===== config.mk =====
export PLATFORM = sky130hd
export DESIGN_NAME = quant_pipe
export DESIGN_NICKNAME = d
export VERILOG_FILES = /design/src/rtl/quant_pipe.sv
export SDC_FILE = /design/constraint.sdc
export NUM_CORES = 2
export LEC_CHECK = 0
export CAP_MARGIN = 5
export CORE_ASPECT_RATIO = 0.8
export CORE_MARGIN = 5
export CORE_UTILIZATION = 45
export CTS_BUF_LIST = sky130_fd_sc_hd__clkbuf_8
export DETAILED_ROUTE_END_ITERATION = 10
export MAX_ROUTING_LAYER = met4
export PLACE_DENSITY = 0.71
export SLEW_MARGIN = 30
export SYNTH_ARGS = -nofsm -noshare
export SYNTH_HDL_FRONTEND = slang
export SYNTH_HIERARCHICAL = 1
export SYNTH_SLANG_ARGS = --single-unit

===== constraint.sdc =====
create_clock -name clk -period 7.23 [get_ports clk]
set_clock_uncertainty 0.15 [all_clocks]
set_input_delay 1.446 -clock clk [delete_from_list [all_inputs] [get_ports clk]]
set_output_delay 1.446 -clock clk [all_outputs]
set_load 0.02 [all_outputs]

===== src/rtl/quant_pipe.sv =====
// quant_pipe: two-stage JPEG quantiser. Multiplies each lane of a DCT row by a
// reciprocal from a programmable luma/chroma table, then rounds and saturates.

module quant_lane #(
    parameter int PW     = 19,
    parameter int FRAC_W = 7,
    parameter int OUT_W  = 10
) (
    input  logic [PW-1:0]    prod,
    output logic [OUT_W-1:0] res
);
    localparam logic [FRAC_W-1:0]    HALF = {1'b1, {(FRAC_W-1){1'b0}}};
    localparam logic signed [PW-1:0] MAXV = {{(PW-OUT_W+1){1'b0}}, {(OUT_W-1){1'b1}}};
    localparam logic signed [PW-1:0] MINV = ~MAXV;

    logic signed [PW-1:0] q, r;
    logic                 up;

    // Floor shift plus a conditional increment gives round-half-away-from-zero.
    always_comb begin
        q  = $signed(prod) >>> FRAC_W;
        up = prod[PW-1] ? (prod[FRAC_W-1:0] > HALF) : (prod[FRAC_W-1:0] >= HALF);
        r  = q + {{(PW-1){1'b0}}, up};
        if (r > MAXV)      res = MAXV[OUT_W-1:0];
        else if (r < MINV) res = MINV[OUT_W-1:0];
        else               res = r[OUT_W-1:0];
    end
endmodule

module quant_pipe #(
    parameter int LANES  = 8,
    parameter int IN_W   = 10,
    parameter int OUT_W  = 10,
    parameter int COEF_W = 8,
    parameter int FRAC_W = 7
) (
    input  logic                   clk,
    input  logic                   reset,
    input  logic [LANES*IN_W-1:0]  in_data,
    input  logic                   in_valid,
    output logic                   in_ready,
    input  logic                   table_sel,
    output logic [LANES*OUT_W-1:0] out_data,
    output logic                   out_valid,
    input  logic                   out_ready,
    output logic [2:0]             out_row,
    output logic                   out_last,
    input  logic                   tbl_we,
    input  logic [6:0]             tbl_addr,
    input  logic [COEF_W-1:0]      tbl_wdata
);
    localparam int PW = IN_W + COEF_W + 1;

    localparam int LUMA_D [64] = '{
        32, 11, 12, 8, 5, 3, 2, 2,
        10, 10,  9, 6, 4, 2, 2, 2,
         9,  9,  8, 5, 3, 2, 1, 2,
         9,  7,  5, 4, 2, 1, 1, 2,
         7,  5,  3, 2, 1, 1, 1, 1,
         5,  3,  2, 2, 1, 1, 1, 1,
         2,  2,  1, 1, 1, 1, 1, 1,
         1,  1,  1, 1, 1, 1, 1, 1};
    localparam int CHROMA_D [64] = '{
         8,  7,  5, 3, 1, 1, 1, 1,
         7,  6,  5, 2, 1, 1, 1, 1,
         5,  5,  2, 1, 1, 1, 1, 1,
         3,  2,  1, 1, 1, 1, 1, 1,
         1,  1,  1, 1, 1, 1, 1, 1,
         1,  1,  1, 1, 1, 1, 1, 1,
         1,  1,  1, 1, 1, 1, 1, 1,
         1,  1,  1, 1, 1, 1, 1, 1};

    // Packed index i holds lane LANES-1-i so lane 0 lands in the MSBs.
    logic [LANES-1:0][IN_W-1:0]  in_lanes;
    logic [LANES-1:0][PW-1:0]    prod_d, s1_prod;
    logic [LANES-1:0][OUT_W-1:0] res_d, out_lanes;
    logic [COEF_W-1:0]           tbl [128];
    logic [2:1]                  vld_pipe;
    logic [2:0]                  row_cnt, s1_row;
    logic                        s1_last, blk_tsel, tsel, adv, accept;

    assign adv       = !out_valid || out_ready;
    assign in_ready  = adv;
    assign accept    = in_valid && adv;
    assign out_valid = vld_pipe[2];
    assign tsel      = (row_cnt == 3'd0) ? table_sel : blk_tsel;
    assign in_lanes  = in_data;
    assign out_data  = out_lanes;

    for (genvar i = 0; i < LANES; i++) begin : g_mul
        logic signed [PW-1:0] a, b;
        assign a         = {{(PW-IN_W){in_lanes[i][IN_W-1]}}, in_lanes[i]};
        assign b         = {{(PW-COEF_W){1'b0}}, tbl[{tsel, row_cnt, 3'(LANES-1-i)}]};
        assign prod_d[i] = a * b;
    end

    quant_lane #(.PW(PW), .FRAC_W(FRAC_W), .OUT_W(OUT_W)) u_lane [LANES-1:0] (
        .prod (s1_prod),
        .res  (res_d)
    );

    always_ff @(posedge clk) begin
        if (reset) begin
            vld_pipe  <= '0;
            s1_prod   <= '0;
            s1_row    <= '0;
            s1_last   <= 1'b0;
            out_lanes <= '0;
            out_row   <= '0;
            out_last  <= 1'b0;
            row_cnt   <= '0;
            blk_tsel  <= 1'b0;
        end else if (adv) begin
            vld_pipe  <= {vld_pipe[1], accept};
            s1_prod   <= prod_d;
            s1_row    <= row_cnt;
            s1_last   <= (row_cnt == 3'd7);
            out_lanes <= res_d;
            out_row   <= s1_row;
            out_last  <= s1_last;
            if (accept) begin
                row_cnt <= row_cnt + 3'd1;
                if (row_cnt == 3'd0) blk_tsel <= table_sel;
            end
        end
    end

    // Writes land at the edge, so a coincident accept reads the old coefficient.
    always_ff @(posedge clk) begin
        if (reset) begin
            for (int k = 0; k < 64; k++) begin
                tbl[k]      <= COEF_W'(LUMA_D[k]);
                tbl[k + 64] <= COEF_W'(CHROMA_D[k]);
            end
        end else if (tbl_we) begin
            tbl[tbl_addr] <= tbl_wdata;
        end
    end
endmodule


==> reports/qor.yml <==
yosys_warnings: 6
holdPathEnd: "out_row[0]"
cts_tree: "yes"
post_cts_resized: 0
clk_pin_slew_ps: 60
synth_seq_cells: 1270
fin_nets: 8535
dp.cells: 9816
tightest_slew_ps: 1010
cts_buffers: 195
fillCellCount: 16000
p_int_w: 0.0239
worst-path-max-fanout: 19
antenna_found_initial: 32
dieArea_mm2: 0.194
routed_wl_um: 218000
criticalPathCategory: "reg -> reg"
drt_iter0_markers: 5424
htreeDepth: 4
vias_per_cell: 5.58
final_cells: 10200
fmax_mhz: 148
seq_area_frac_synth: 0.428
combinationalPowerShare: 0.643
min_period_ps: 6740
clk_latency_ps: 930
finalCritPeriodShare: 0.932
setup_tns_ps: 0
synth_flop_cell: "edfxtp_1"
ys_async_sr_fraction: 0
rsz0062_at_grt: "false"
routabilityCongestion: 0.906
r2r_cells: 20
status: "complete, no violations"
seq_power_share: 0.220
clock_path_buffers: 3
wl_per_cell_um: 21.4
gr-usage-all-layers: 0.231
grt_max_degree: 99
dp_hpwl_um: 155000
worstPathArrival_ps: 7410
cp.required_ps: 7900
post-cts-setup-buffers: 0
firstDrtPassIters: 6
grt_pass1_wl_um: 342000
core_area_mm2: 0.185
p_clk_frac: 0.137
synthToLayoutAreaGrowth_pct: 10.7
fp.dieH_um: 395
grt_overflow: 0
report.final.slew_viol_count: 0
worstSetupStartpointType: "flip-flop"
start_util: 0.452
worstSetupEndpointType: "flip-flop"
die_w_um: 491
netlist_instances: 7361
ff_latch_area_mm2: 0.0357
root_buffer: "clkbuf_8"
avgSynthCellArea_um2: 11.3
slew_headroom: 0.325
multi_input_area_mm2: 0.0426
r2r_slack_ps: 490
drc: 0
synth_edf_count: 1024
hold_depth: 2
syn-num-nets: 8313
p_per_area_mw_per_mm2: 465
rows: 141
hold_viol: 0
worstReg2RegEnd: "s1_prod[54]"
min_from: "s1_row[0]"
cts.sinks: 1270
ios: 187
yosysUniqueCellTypes: 69
reg2reg_from: "row_cnt[0]"
final-setup-viol-count: 0
grt_pass1_vias: 57800
synth.cell_area_mm2: 0.0834
ant_nets: 0
vias: 56900
ir_drop_mv: 0.472
holdBufCountCts: 0
p_leak_nw: 36.8
layout-drive-gt1-share: 0.117
io_buffers: 186
holdCritPathClass: "reg -> reg"
switching_share: 0.444
cap_violations: 0
p_sw_w: 0.0190
area by class of cell:
cell class | instances | share of cell area
diodes | 15 | 0.000406
clock buffers | 209 | 0.0311
clock inverters | 153 | 0.00974
inverters | 923 | 0.0376
multi-input cells | 4771 | 0.461
flip-flops and latches | 1270 | 0.386
well taps | 2431 | 0.0329
repair buffers | 422 | 0.0406
through the flow:
stage          power, W  setup slack [ps]  hold slack (ps)   util  cell area (um^2)
2_1_floorplan    0.0293               501              273      -             83400
6_report         0.0429               490              278  0.501             92400
4_1_cts          0.0428               435              268  0.500             92300
3_5_place_dp     0.0368             -60.0              293  0.480             88500
5_1_grt          0.0472               127              292  0.500             92300
3_3_place_gp     0.0362             -8.19              289  0.480             88500
cell families (layout without fill, tap and decap cells):
group           after synthesis  after routing  synth area share
xor+xnor                    142            142            0.0149
flops                      1270           1270             0.428
simple gates               2616           2616             0.170
compound gates              828            828            0.0616
buf+inv                    1320           1707            0.0619
fa+ha+maj                   851            851             0.175
other cells                   0             15                 0
mux                         334            334            0.0882
synthesized netlist by cell type (9+ instances only):
master | n | share of area
a211o_1 | 16 | 0.0017
a211oi_1 | 50 | 0.0045
a21boi_0 | 9 | 0.00081
a21o_1 | 38 | 0.0034
a21oi_1 | 289 | 0.017
a31o_2 | 12 | 0.0013
a31oi_1 | 63 | 0.0047
a32oi_1 | 10 | 0.0011
a41oi_1 | 12 | 0.0013
and2_1 | 1246 | 0.093
and3_1 | 9 | 0.00068
buf_1 | 28 | 0.0013
buf_2 | 14 | 0.00084
buf_6 | 22 | 0.0030
clkbuf_1 | 327 | 0.015
dfxtp_1 | 246 | 0.059
edfxtp_1 | 1024 | 0.37
fa_1 | 528 | 0.13
ha_1 | 323 | 0.048
inv_1 | 913 | 0.041
inv_2 | 9 | 0.00041
mux4_2 | 320 | 0.086
nand2_1 | 656 | 0.030
nand2b_1 | 14 | 0.0011
nand3_1 | 100 | 0.0060
nand4_1 | 43 | 0.0032
nand4b_1 | 9 | 0.00095
nor2_1 | 222 | 0.010
nor2b_1 | 17 | 0.0013
nor3_1 | 38 | 0.0023
nor4_1 | 14 | 0.0011
o211ai_1 | 9 | 0.00081
o21a_1 | 21 | 0.0019
o21ai_0 | 213 | 0.013
o21bai_1 | 15 | 0.0014
o22ai_1 | 10 | 0.00075
o31ai_1 | 17 | 0.0015
or3_1 | 176 | 0.013
or4_1 | 18 | 0.0016
xnor2_1 | 72 | 0.0076
xor2_1 | 70 | 0.0074
worst max-delay path, stage by stage, from the launching register on:
cell      delay, ps
dfxtp_4         610
buf_4           430
buf_4           310
mux4_2          540
mux4_2          640
and2_1          250
fa_1            530
inv_1            50
fa_1            530
inv_1            50
fa_1            470
inv_1            50
fa_1            470
inv_1            40
ha_1            310
o21ai_0         120
o21bai_1        260
a211oi_1        160
o31ai_1         330
mux2i_1         230
nand2_1          60
state kept, by name, summed over array words and instances (netlist names):
register and count:
vld_pipe 2, s1_prod 152, out_last 1, s1_last 1, out_row 3, s1_row 3, tbl 1024, blk_tsel 1
out_data 80, row_cnt 3
worst max path at each step:
stage               start           end  slack [ps]
6_report       row_cnt[0]   s1_prod[54]         490
2_1_floorplan   table_sel  s1_prod[113]         500
3_5_place_dp    table_sel  s1_prod[112]         -60
4_1_cts        row_cnt[0]   s1_prod[54]         440
5_1_grt        row_cnt[0]   s1_prod[54]         130
3_3_place_gp    table_sel  s1_prod[113]          -8
placed cells by master (no fill, tap or decap), drive strengths merged, types with 10 or more instances in the layout:
master / Yosys / layout
nand2b: 14 / 14
a221oi: 11 / 11
clkdlybuf4s50: 0 / 177
o21ai: 213 / 213
a41oi: 12 / 12
nand4: 51 / 51
buf: 70 / 244
o31ai: 17 / 17
xor2: 70 / 70
a211o: 16 / 16
a211oi: 50 / 50
inv: 922 / 1001
nor2: 222 / 222
nand3: 100 / 100
o22ai: 10 / 10
and2: 1254 / 1254
edfxtp: 1024 / 1024
a32oi: 10 / 10
nor2b: 17 / 17
fa: 528 / 528
a31oi: 63 / 63
nor3: 38 / 38
and4: 13 / 13
mux4: 320 / 320
o21a: 21 / 21
or3: 176 / 176
nor4: 14 / 14
clkinv: 1 / 61
a21oi: 289 / 289
a21o: 38 / 38
xnor2: 72 / 72
o21bai: 15 / 15
ha: 323 / 323
or4: 26 / 26
clkbuf: 327 / 210
nand2: 657 / 657
dfxtp: 246 / 246
diode: 0 / 15
a31o: 12 / 12
power groups by stage:
stage / logic, W / clock network (W) / registers, W
final: 0.0276 / 0.00590 / 0.00944
after CTS: 0.0274 / 0.00598 / 0.00944
after global placement: 0.0266 / 0 / 0.00954
after global routing: 0.0313 / 0.00632 / 0.00954
after floorplan: 0.0197 / 0 / 0.00959
after detailed placement: 0.0272 / 0 / 0.00958
routing by layer:
metal / up-vias / GRT usage / wire length (um)
met4: 0 / 0.0522 / 4610
met1: 28700 / 0.318 / 93400
met3: 304 / 0.0385 / 18200
met5: - / - / 0
li1: 25600 / - / -
met2: 2314 / 0.362 / 102000
(Power assumes the default switching activity.)
